==> config.mk <==
export PLATFORM = sky130hd
export DESIGN_NAME = countdown_timer_99_flat
export DESIGN_NICKNAME = d
export VERILOG_FILES = /design/src/rtl/timer_pkg.sv /design/src/rtl/countdown_timer_99_if.sv /design/src/rtl/tick_prescaler.sv /design/src/rtl/countdown_timer_99.sv /design/src/flat_wrapper.sv
export SDC_FILE = /design/constraint.sdc
export NUM_CORES = 1
export LEC_CHECK = 0
export BUFFER_PORTS_ARGS = -buffer_cell sky130_fd_sc_hd__buf_4
export CAP_MARGIN = 0
export CORE_UTILIZATION = 55
export CTS_CLUSTER_SIZE = 20
export DETAILED_ROUTE_END_ITERATION = 8
export PLACE_DENSITY = 0.8
export SLEW_MARGIN = 20
export SYNTH_ARGS = -nofsm -noshare
export SYNTH_HDL_FRONTEND = slang
export SYNTH_SLANG_ARGS = --single-unit
==> constraint.sdc <==
create_clock -name clk -period 6.55 [get_ports clk]
set_input_delay 0.3275 -clock clk [delete_from_list [all_inputs] [get_ports clk]]
set_output_delay 0.3275 -clock clk [all_outputs]
set_load 0.01 [all_outputs]
==> src/rtl/timer_pkg.sv <==
// Shared types and widths for the two-digit countdown timer.
package timer_pkg;
   localparam int COUNT_W = 8;
   localparam int BCD_W   = 4;

   typedef enum logic [2:0] {
      ST_IDLE    = 3'd0,
      ST_LOADED  = 3'd1,
      ST_RUNNING = 3'd2,
      ST_PAUSED  = 3'd3,
      ST_EXPIRED = 3'd4
   } state_t;
endpackage

==> src/rtl/countdown_timer_99_if.sv <==
// Control and display bundle between the timer front panel and the countdown core.
interface countdown_timer_99_if;
   import timer_pkg::*;

   logic               clear;
   logic               load;
   logic [COUNT_W-1:0] load_value;
   logic               start;
   logic               pause;
   logic [COUNT_W-1:0] count;
   logic [BCD_W-1:0]   bcd_tens;
   logic [BCD_W-1:0]   bcd_ones;
   logic               running;
   logic               expired;
   logic               done;

   modport master (
      output clear, load, load_value, start, pause,
      input  count, bcd_tens, bcd_ones, running, expired, done
   );

   modport slave (
      input  clear, load, load_value, start, pause,
      output count, bcd_tens, bcd_ones, running, expired, done
   );
endinterface

==> src/rtl/tick_prescaler.sv <==
// Cycle divider: one tick every TICK_DIV enabled cycles; phase holds while en is low.
module tick_prescaler #(
   parameter int TICK_DIV = 4
) (
   input  logic clk,
   input  logic reset,
   input  logic en,
   input  logic clr,
   output logic tick
);
   localparam int PH_W = (TICK_DIV > 1) ? $clog2(TICK_DIV) : 1;
   localparam logic [PH_W-1:0] LAST = PH_W'(TICK_DIV - 1);

   logic [PH_W-1:0] phase;

   assign tick = en && (phase == LAST);

   always_ff @(posedge clk) begin
      if (!reset) begin
         phase <= '0;
      end else if (clr) begin
         phase <= '0;
      end else if (en) begin
         phase <= (phase == LAST) ? '0 : phase + 1'b1;
      end
   end
endmodule

==> src/rtl/countdown_timer_99.sv <==
// Loadable two-digit down counter with pause, expiry flag and optional auto-reload.
module countdown_timer_99
   import timer_pkg::*;
#(
   parameter int MAX_COUNT   = 99,
   parameter int TICK_DIV    = 4,
   parameter int AUTO_RELOAD = 0
) (
   input logic              clk,
   input logic              reset,
   countdown_timer_99_if.slave bus
);
   localparam logic [COUNT_W-1:0] MAX_C = COUNT_W'(MAX_COUNT);

   state_t             state;
   logic [COUNT_W-1:0] preset;
   logic               tick;
   logic               presc_en;
   logic               presc_clr;

   function automatic logic [COUNT_W-1:0] sat_preset(input logic [COUNT_W-1:0] v);
      return (v > MAX_C) ? MAX_C : v;
   endfunction

   function automatic logic [2*BCD_W-1:0] to_bcd(input logic [COUNT_W-1:0] v);
      return {BCD_W'(v / COUNT_W'(10)), BCD_W'(v % COUNT_W'(10))};
   endfunction

   // The prescaler only advances in cycles where the run actually continues.
   assign presc_clr = bus.clear || bus.load;
   assign presc_en  = (state == ST_RUNNING) && !bus.clear && !bus.load && !bus.pause;

   tick_prescaler #(.TICK_DIV(TICK_DIV)) u_presc (
      .clk   (clk),
      .reset (reset),
      .en    (presc_en),
      .clr   (presc_clr),
      .tick  (tick)
   );

   always_ff @(posedge clk) begin
      if (!reset) begin
         state                        <= ST_IDLE;
         preset                       <= '0;
         bus.count                    <= '0;
         {bus.bcd_tens, bus.bcd_ones} <= '0;
         bus.running                  <= 1'b0;
         bus.expired                  <= 1'b0;
         bus.done                     <= 1'b0;
      end else begin
         bus.done <= 1'b0;
         if (bus.clear) begin
            state                        <= ST_IDLE;
            bus.count                    <= '0;
            {bus.bcd_tens, bus.bcd_ones} <= '0;
            bus.running                  <= 1'b0;
            bus.expired                  <= 1'b0;
         end else if (bus.load) begin
            state                        <= ST_LOADED;
            preset                       <= sat_preset(bus.load_value);
            bus.count                    <= sat_preset(bus.load_value);
            {bus.bcd_tens, bus.bcd_ones} <= to_bcd(sat_preset(bus.load_value));
            bus.running                  <= 1'b0;
            bus.expired                  <= 1'b0;
         end else if (bus.start && (state == ST_LOADED || state == ST_PAUSED)) begin
            // A zero preset expires immediately instead of entering a zero-length run.
            if (state == ST_LOADED && bus.count == '0) begin
               state       <= ST_EXPIRED;
               bus.done    <= 1'b1;
               bus.expired <= 1'b1;
               bus.running <= 1'b0;
            end else begin
               state       <= ST_RUNNING;
               bus.running <= 1'b1;
            end
         end else if (bus.pause && state == ST_RUNNING) begin
            state       <= ST_PAUSED;
            bus.running <= 1'b0;
         end else if (tick) begin
            if (bus.count == COUNT_W'(1)) begin
               bus.count                    <= '0;
               {bus.bcd_tens, bus.bcd_ones} <= '0;
               bus.done                     <= 1'b1;
               if (AUTO_RELOAD == 0) begin
                  state       <= ST_EXPIRED;
                  bus.running <= 1'b0;
                  bus.expired <= 1'b1;
               end
            end else if (bus.count == '0) begin
               // Only reachable with auto-reload: restart from the last preset.
               bus.count                    <= preset;
               {bus.bcd_tens, bus.bcd_ones} <= to_bcd(preset);
            end else begin
               bus.count                    <= bus.count - 1'b1;
               {bus.bcd_tens, bus.bcd_ones} <= to_bcd(bus.count - 1'b1);
            end
         end
      end
   end
endmodule

==> src/flat_wrapper.sv <==
// flat-port wrapper written by rule: the top's interface ports become plain ports
module countdown_timer_99_flat import timer_pkg::*;
#(
   parameter int MAX_COUNT   = 99,
   parameter int TICK_DIV    = 4,
   parameter int AUTO_RELOAD = 0
)
  (clk, reset, bus_clear, bus_load, bus_load_value, bus_start, bus_pause, bus_count, bus_bcd_tens, bus_bcd_ones, bus_running, bus_expired, bus_done);
  countdown_timer_99_if bus_i ();
  input logic clk;
  input logic reset;
  input wire logic [$bits(bus_i.clear)-1:0] bus_clear;
  input wire logic [$bits(bus_i.load)-1:0] bus_load;
  input wire logic [$bits(bus_i.load_value)-1:0] bus_load_value;
  input wire logic [$bits(bus_i.start)-1:0] bus_start;
  input wire logic [$bits(bus_i.pause)-1:0] bus_pause;
  output wire logic [$bits(bus_i.count)-1:0] bus_count;
  output wire logic [$bits(bus_i.bcd_tens)-1:0] bus_bcd_tens;
  output wire logic [$bits(bus_i.bcd_ones)-1:0] bus_bcd_ones;
  output wire logic [$bits(bus_i.running)-1:0] bus_running;
  output wire logic [$bits(bus_i.expired)-1:0] bus_expired;
  output wire logic [$bits(bus_i.done)-1:0] bus_done;
  assign bus_i.clear = bus_clear;
  assign bus_i.load = bus_load;
  assign bus_i.load_value = bus_load_value;
  assign bus_i.start = bus_start;
  assign bus_i.pause = bus_pause;
  assign bus_count = bus_i.count;
  assign bus_bcd_tens = bus_i.bcd_tens;
  assign bus_bcd_ones = bus_i.bcd_ones;
  assign bus_running = bus_i.running;
  assign bus_expired = bus_i.expired;
  assign bus_done = bus_i.done;
  countdown_timer_99 #(.MAX_COUNT(MAX_COUNT), .TICK_DIV(TICK_DIV), .AUTO_RELOAD(AUTO_RELOAD)) u_core (.clk(clk), .reset(reset), .bus(bus_i));
endmodule
-- After elaboration in Yosys (flattened, before gate mapping)
Index checks and enable logic that the tools add are counted.
- register bits after elaboration: 32
- input port bits: 14
- output and inout bits: 19
- word-level logic and storage cells: 99
- add/subtract/negate cells: 2
- div/mod/pow operators: 6
- magnitude comparators: 1
- eq/ne operators: 9
- mux-type cells: 41
- bitwise operators: 2
- reductions and logical operators: 28
- operator list (kind ; number):
    $mux 8 ; 7
    $mux 4 ; 12
    $div 8x4->8 const B ; 3
    $mod 8x4->8 const B ; 3
    $mux 1 ; 16
    $mux 3 ; 5
    $eq 8x1->1 const B ; 1
    $gt 8x7->1 const B ; 1
    $logic_not 8->1 ; 1
    $reduce_bool 4->1 ; 2
    $sub 8x1->8 const B ; 1
    $logic_and 1x1->1 ; 7
    $eq 3x2->1 const B ; 2
    $ne 2x2->1 const B ; 3
    $reduce_and 2->1 ; 3
    $reduce_bool 2->1 ; 3
    $reduce_bool 3->1 ; 2
    $reduce_and 4->1 ; 1
    $reduce_or 2->1 ; 2
    $eq 3x1->1 const B ; 1
    $logic_not 1->1 ; 3
    $reduce_and 3->1 ; 1
    $reduce_or 3->1 ; 1
    $add 2x1->2 const B ; 1
    5 further kinds ; 7

-- Longest topological paths before layout
- depth in word-level cells: 9
- mapped depth: 17
- depth with buffers taken out: 12

-- Hierarchy
A second synthesis with hierarchy kept.
- cells, all modules: 359
- area total of the unflattened synthesis: 2768.9 um^2
- modules (own cells, without submodules) (module ; instances ; cells each ; area each (um^2) ; seq. area each (um^2)):
    countdown_timer_99 ; 1 ; 349 ; 2666.3 ; 580.6
    tick_prescaler ; 1 ; 10 ; 102.6 ; 40.0

-- Worst setup path before layout
OpenSTA, ideal clock, no wires.
- path kind: register -> register
- start: register u_core.bus.bcd_ones[0] (netlist name)
- end: register u_core.bus.bcd_ones[1]
- library setup time: 129 ps
- arrival: 3262 ps
- required time: 6421 ps
- path slack: 3159 ps
- cell stages (with the launch flop): 16
- path buffers: 3
- clock period less this slack: 3391 ps
- cell sequence: dfxtp_1 > inv_1 > ha_1 > buf_2 > or3_1 > a211oi_1 > mux2_2 > nor4_1 > a221o_1 > or2_1 > buf_6 > buf_6 > mux2i_1 > nor2_1 > a2111oi_1 > a21oi_1
- RTL lines (item ; RTL line ; source):
    to (signal assigned) ; countdown_timer_99.sv:62 ; {bus.bcd_tens, bus.bcd_ones} <= to_bcd(sat_preset(bus.load_value));
    to (signal assigned) ; countdown_timer_99.sv:92 ; {bus.bcd_tens, bus.bcd_ones} <= to_bcd(preset);
    to (signal assigned) ; countdown_timer_99.sv:95 ; {bus.bcd_tens, bus.bcd_ones} <= to_bcd(bus.count - 1'b1);
    to (decl) ; countdown_timer_99_if.sv:24 ; output count, bcd_tens, bcd_ones, running, expired, done

==> out/results.txt <==
commonest cells after routing, fill and taps aside: nand2_1, nor2_1, a21oi_1
vias after detailed routing: 2736
sequential element share of the synthesized area: 24.97%
First DRT Iteration DRCs: 325
Cell variety after synth: 67
status: finished, final reports clean
Synth Register Bits: 31
core area: 0.004354 mm2
FMAX: 261.5 MHz
GP Congestion: 0.8208
clk buf depth: 2
mean post-synth cell area: 7.161 um2
Final Setup Violations: 0
commonest non-fill, non-tap cell in the layout: nand2_1
IO Pins: 33
final wirelength: 6625 um
Worst path slowest cell: or3b_1
GR Util All Layers: 27.86%
Hold Crit Class: in -> reg
leakage: 1.055 nW
Worst VDD drop: 0.1277 mV
clock skew: 3.942 ps
Hold Buf Count CTS: 0
Post-DP HPWL: 4778 um
clk_lat worst skew: 290 ps
critical path peak fanout: 14
die height: 69.22 um
max-slew violations: 0
critical path required time: 6760 ps
number of synthesized flops with an enable pin: 0
CP arrival: 4040 ps
Post-synth ARST share: 0%
CP Class: reg -> reg
Filler Cells Inserted: 411
hold slack: 291.2 ps
max-cap viol count: 0
slew margin rel.: 44.19%
TNS Setup: 0 ps
Tmin final: 3824 ps
CTS tree: yes
H-tree depth: 2
drt via density: 6.593
critical path launch point type: register
die footprint: 0.004791 mm2
Finished Layout Cells: 415
vias in the first global route: 2336
CTS resizes: 0
Die X: 69.22 um
sw frac: 36.61%
Initial Util: 57.07%
Net Sw Power: 206.8 uW
Reg power frac: 35.8%
gr ovfl total: 0
Synth Cell Area: 0.002485 mm2
syn_nets: 365
TritonCTS Buffers: 5
end-of-flow core utilization: 63.71%
Least-Margin Pin Slew: 833.2 ps
antenna violations before repair: 0
Logic pwr share: 37.2%
Final Hold Fails: 0
router iterations before antenna repair: 7
antenna cell count: 0
Port Buf Inserts: 32
CP endpoint kind: register
total power draw: 564.8 uW
CP max stage delay: 480 ps
Inst Count DP: 408
area grow syn2layout: 11.63%
Residual DRC: 0
CP cell instances: inv_1 > ha_1 > or3b_1 > o22a_1 > a21oi_2 > nor2_1 > a221o_1 > or2_1 > and4_1 > a2111oi_2 > o31ai_1 > a21oi_1
row cnt: 24
P_int: 358.0 uW
largest net degree at the start of global routing: 22
clock share of power: 27.0%
cell count after synthesis: 347
Tcrit/Tclk final: 58.39%
Post-synth top flop: dfxtp_1
WL per Instance: 15.96 um
root buffer cell: clkbuf_8
RSZ-0062 raised after global routing: false
Yosys warnings: 0
Setup Fix Bufs, Post-CTS: 0
PwrDens: 203.6 mW/mm2
clk sinks: 31
Worst-path clk slew: 60 ps
ratio of cells with drive above 1 in the final layout: 15.15%
# nets final: 381
Final ANT Viol Nets: 0
first-pass GRT wire length: 11020 um
critical path: cells and delay by family (launching register included):
kind | cells | cell delay [ps]
AND/OR/NAND/NOR | 4 | 1320
adder cells (fa/ha/maj) | 1 | 320
AO/OA/AOI/OAI | 6 | 1610
flip-flops | 1 | 410
buffers and inverters | 1 | 90
flip-flops by register name, indices dropped and copies added, names as in the netlist:
name	flops
u_core.bus.bcd_ones	4
u_core.bus.bcd_tens	4
u_core.bus.count	7
u_core.bus.done	1
u_core.bus.expired	1
u_core.bus.running	1
u_core.preset	8
u_core.state	3
u_core.u_presc.phase	2
layout make-up:
cell class	instances	area, um2	share of cell area [%]
Tap cell	52	65.06	2.346
Clock buffer	6	82.58	2.977
Clock inverter	1	5.005	0.1804
Multi-Input combinational cell	283	1712	61.70
Timing Repair Buffer	35	262.8	9.472
Inverter	7	26.28	0.9472
Sequential cell	31	620.6	22.37
metal layers:
metal	wire length [um]	GRT usage, %	share of wire (%)	up-vias
met3	541	4.506	8.2	14
met2	3093	44.55	47	133
met5	0	0	0	-
met1	2852	37.75	43	1268
met4	138	10.20	2.1	0
li1	-	-	-	1321
cells in the mapped netlist (all sizes together) (3+ instances only):
master | n | area share [%]
ha | 4 | 2.0
nand3 | 9 | 1.8
mux2i | 3 | 1.7
and2 | 3 | 0.76
a211oi | 7 | 2.1
a31oi | 6 | 1.5
a21oi | 41 | 8.4
clkbuf | 20 | 3.0
a2111oi | 3 | 1.4
o21bai | 3 | 0.91
o31ai | 3 | 0.91
nor3 | 5 | 1.0
or3 | 5 | 1.5
dfxtp | 31 | 25
inv | 7 | 1.1
o21ai | 15 | 3.0
nand2b | 5 | 1.3
o21a | 3 | 0.91
a22oi | 4 | 1.2
nor2b | 6 | 1.5
a221oi | 4 | 1.4
buf | 6 | 2.1
a211o | 4 | 1.4
o211ai | 5 | 1.5
nor4 | 8 | 2.0
or2 | 5 | 1.3
nor2 | 41 | 6.2
mux2 | 3 | 1.4
nand2 | 43 | 6.5
a21o | 4 | 1.2
xnor2 | 5 | 1.8
path summary, 6_finish.rpt:
kind | from | to | slack (ps) | cells past startpoint
setup / recovery | u_core.bus.bcd_ones[0]$_SDFFE_PP0P_ | u_core.bus.bcd_tens[0]$_SDFFE_PP0P_ | 2730 | 12
hold / removal | reset | u_core.preset[7]$_SDFFE_PN0P_ | 290 | 2
setup reg to reg | u_core.bus.bcd_ones[0]$_SDFFE_PP0P_ | u_core.bus.bcd_tens[0]$_SDFFE_PP0P_ | 2730 | 12
hold reg to reg | u_core.preset[4]$_SDFFE_PN0P_ | u_core.preset[4]$_SDFFE_PN0P_ | 460 | 2
through the flow:
stage,instance area [um2],setup WS [ps]
finish,2774,2726
floorplan,2485,3159
global placement,2686,2955
detailed placement,2686,2826
global route,2774,2476
CTS,2774,2795
logic make-up after synthesis:
family,after synthesis,share of synthesized area [%]
compound gates,122,32.98
xor+xnor,7,2.467
fa+ha+maj,5,2.417
buf+inv,33,6.143
flops,31,24.98
mux,6,3.071
simple gates,143,27.95
power by group through the flow:
stage | combinational, mW | clock (mW) | sequential (mW)
5_1_grt | 0.230 | 0.164 | 0.203
6_report | 0.210 | 0.152 | 0.202
3_5_place_dp | 0.204 | 0 | 0.206
2_1_floorplan | 0.164 | 0 | 0.205
3_3_place_gp | 0.202 | 0 | 0.205
4_1_cts | 0.205 | 0.153 | 0.202
Power figures use the tool's default switching activity.
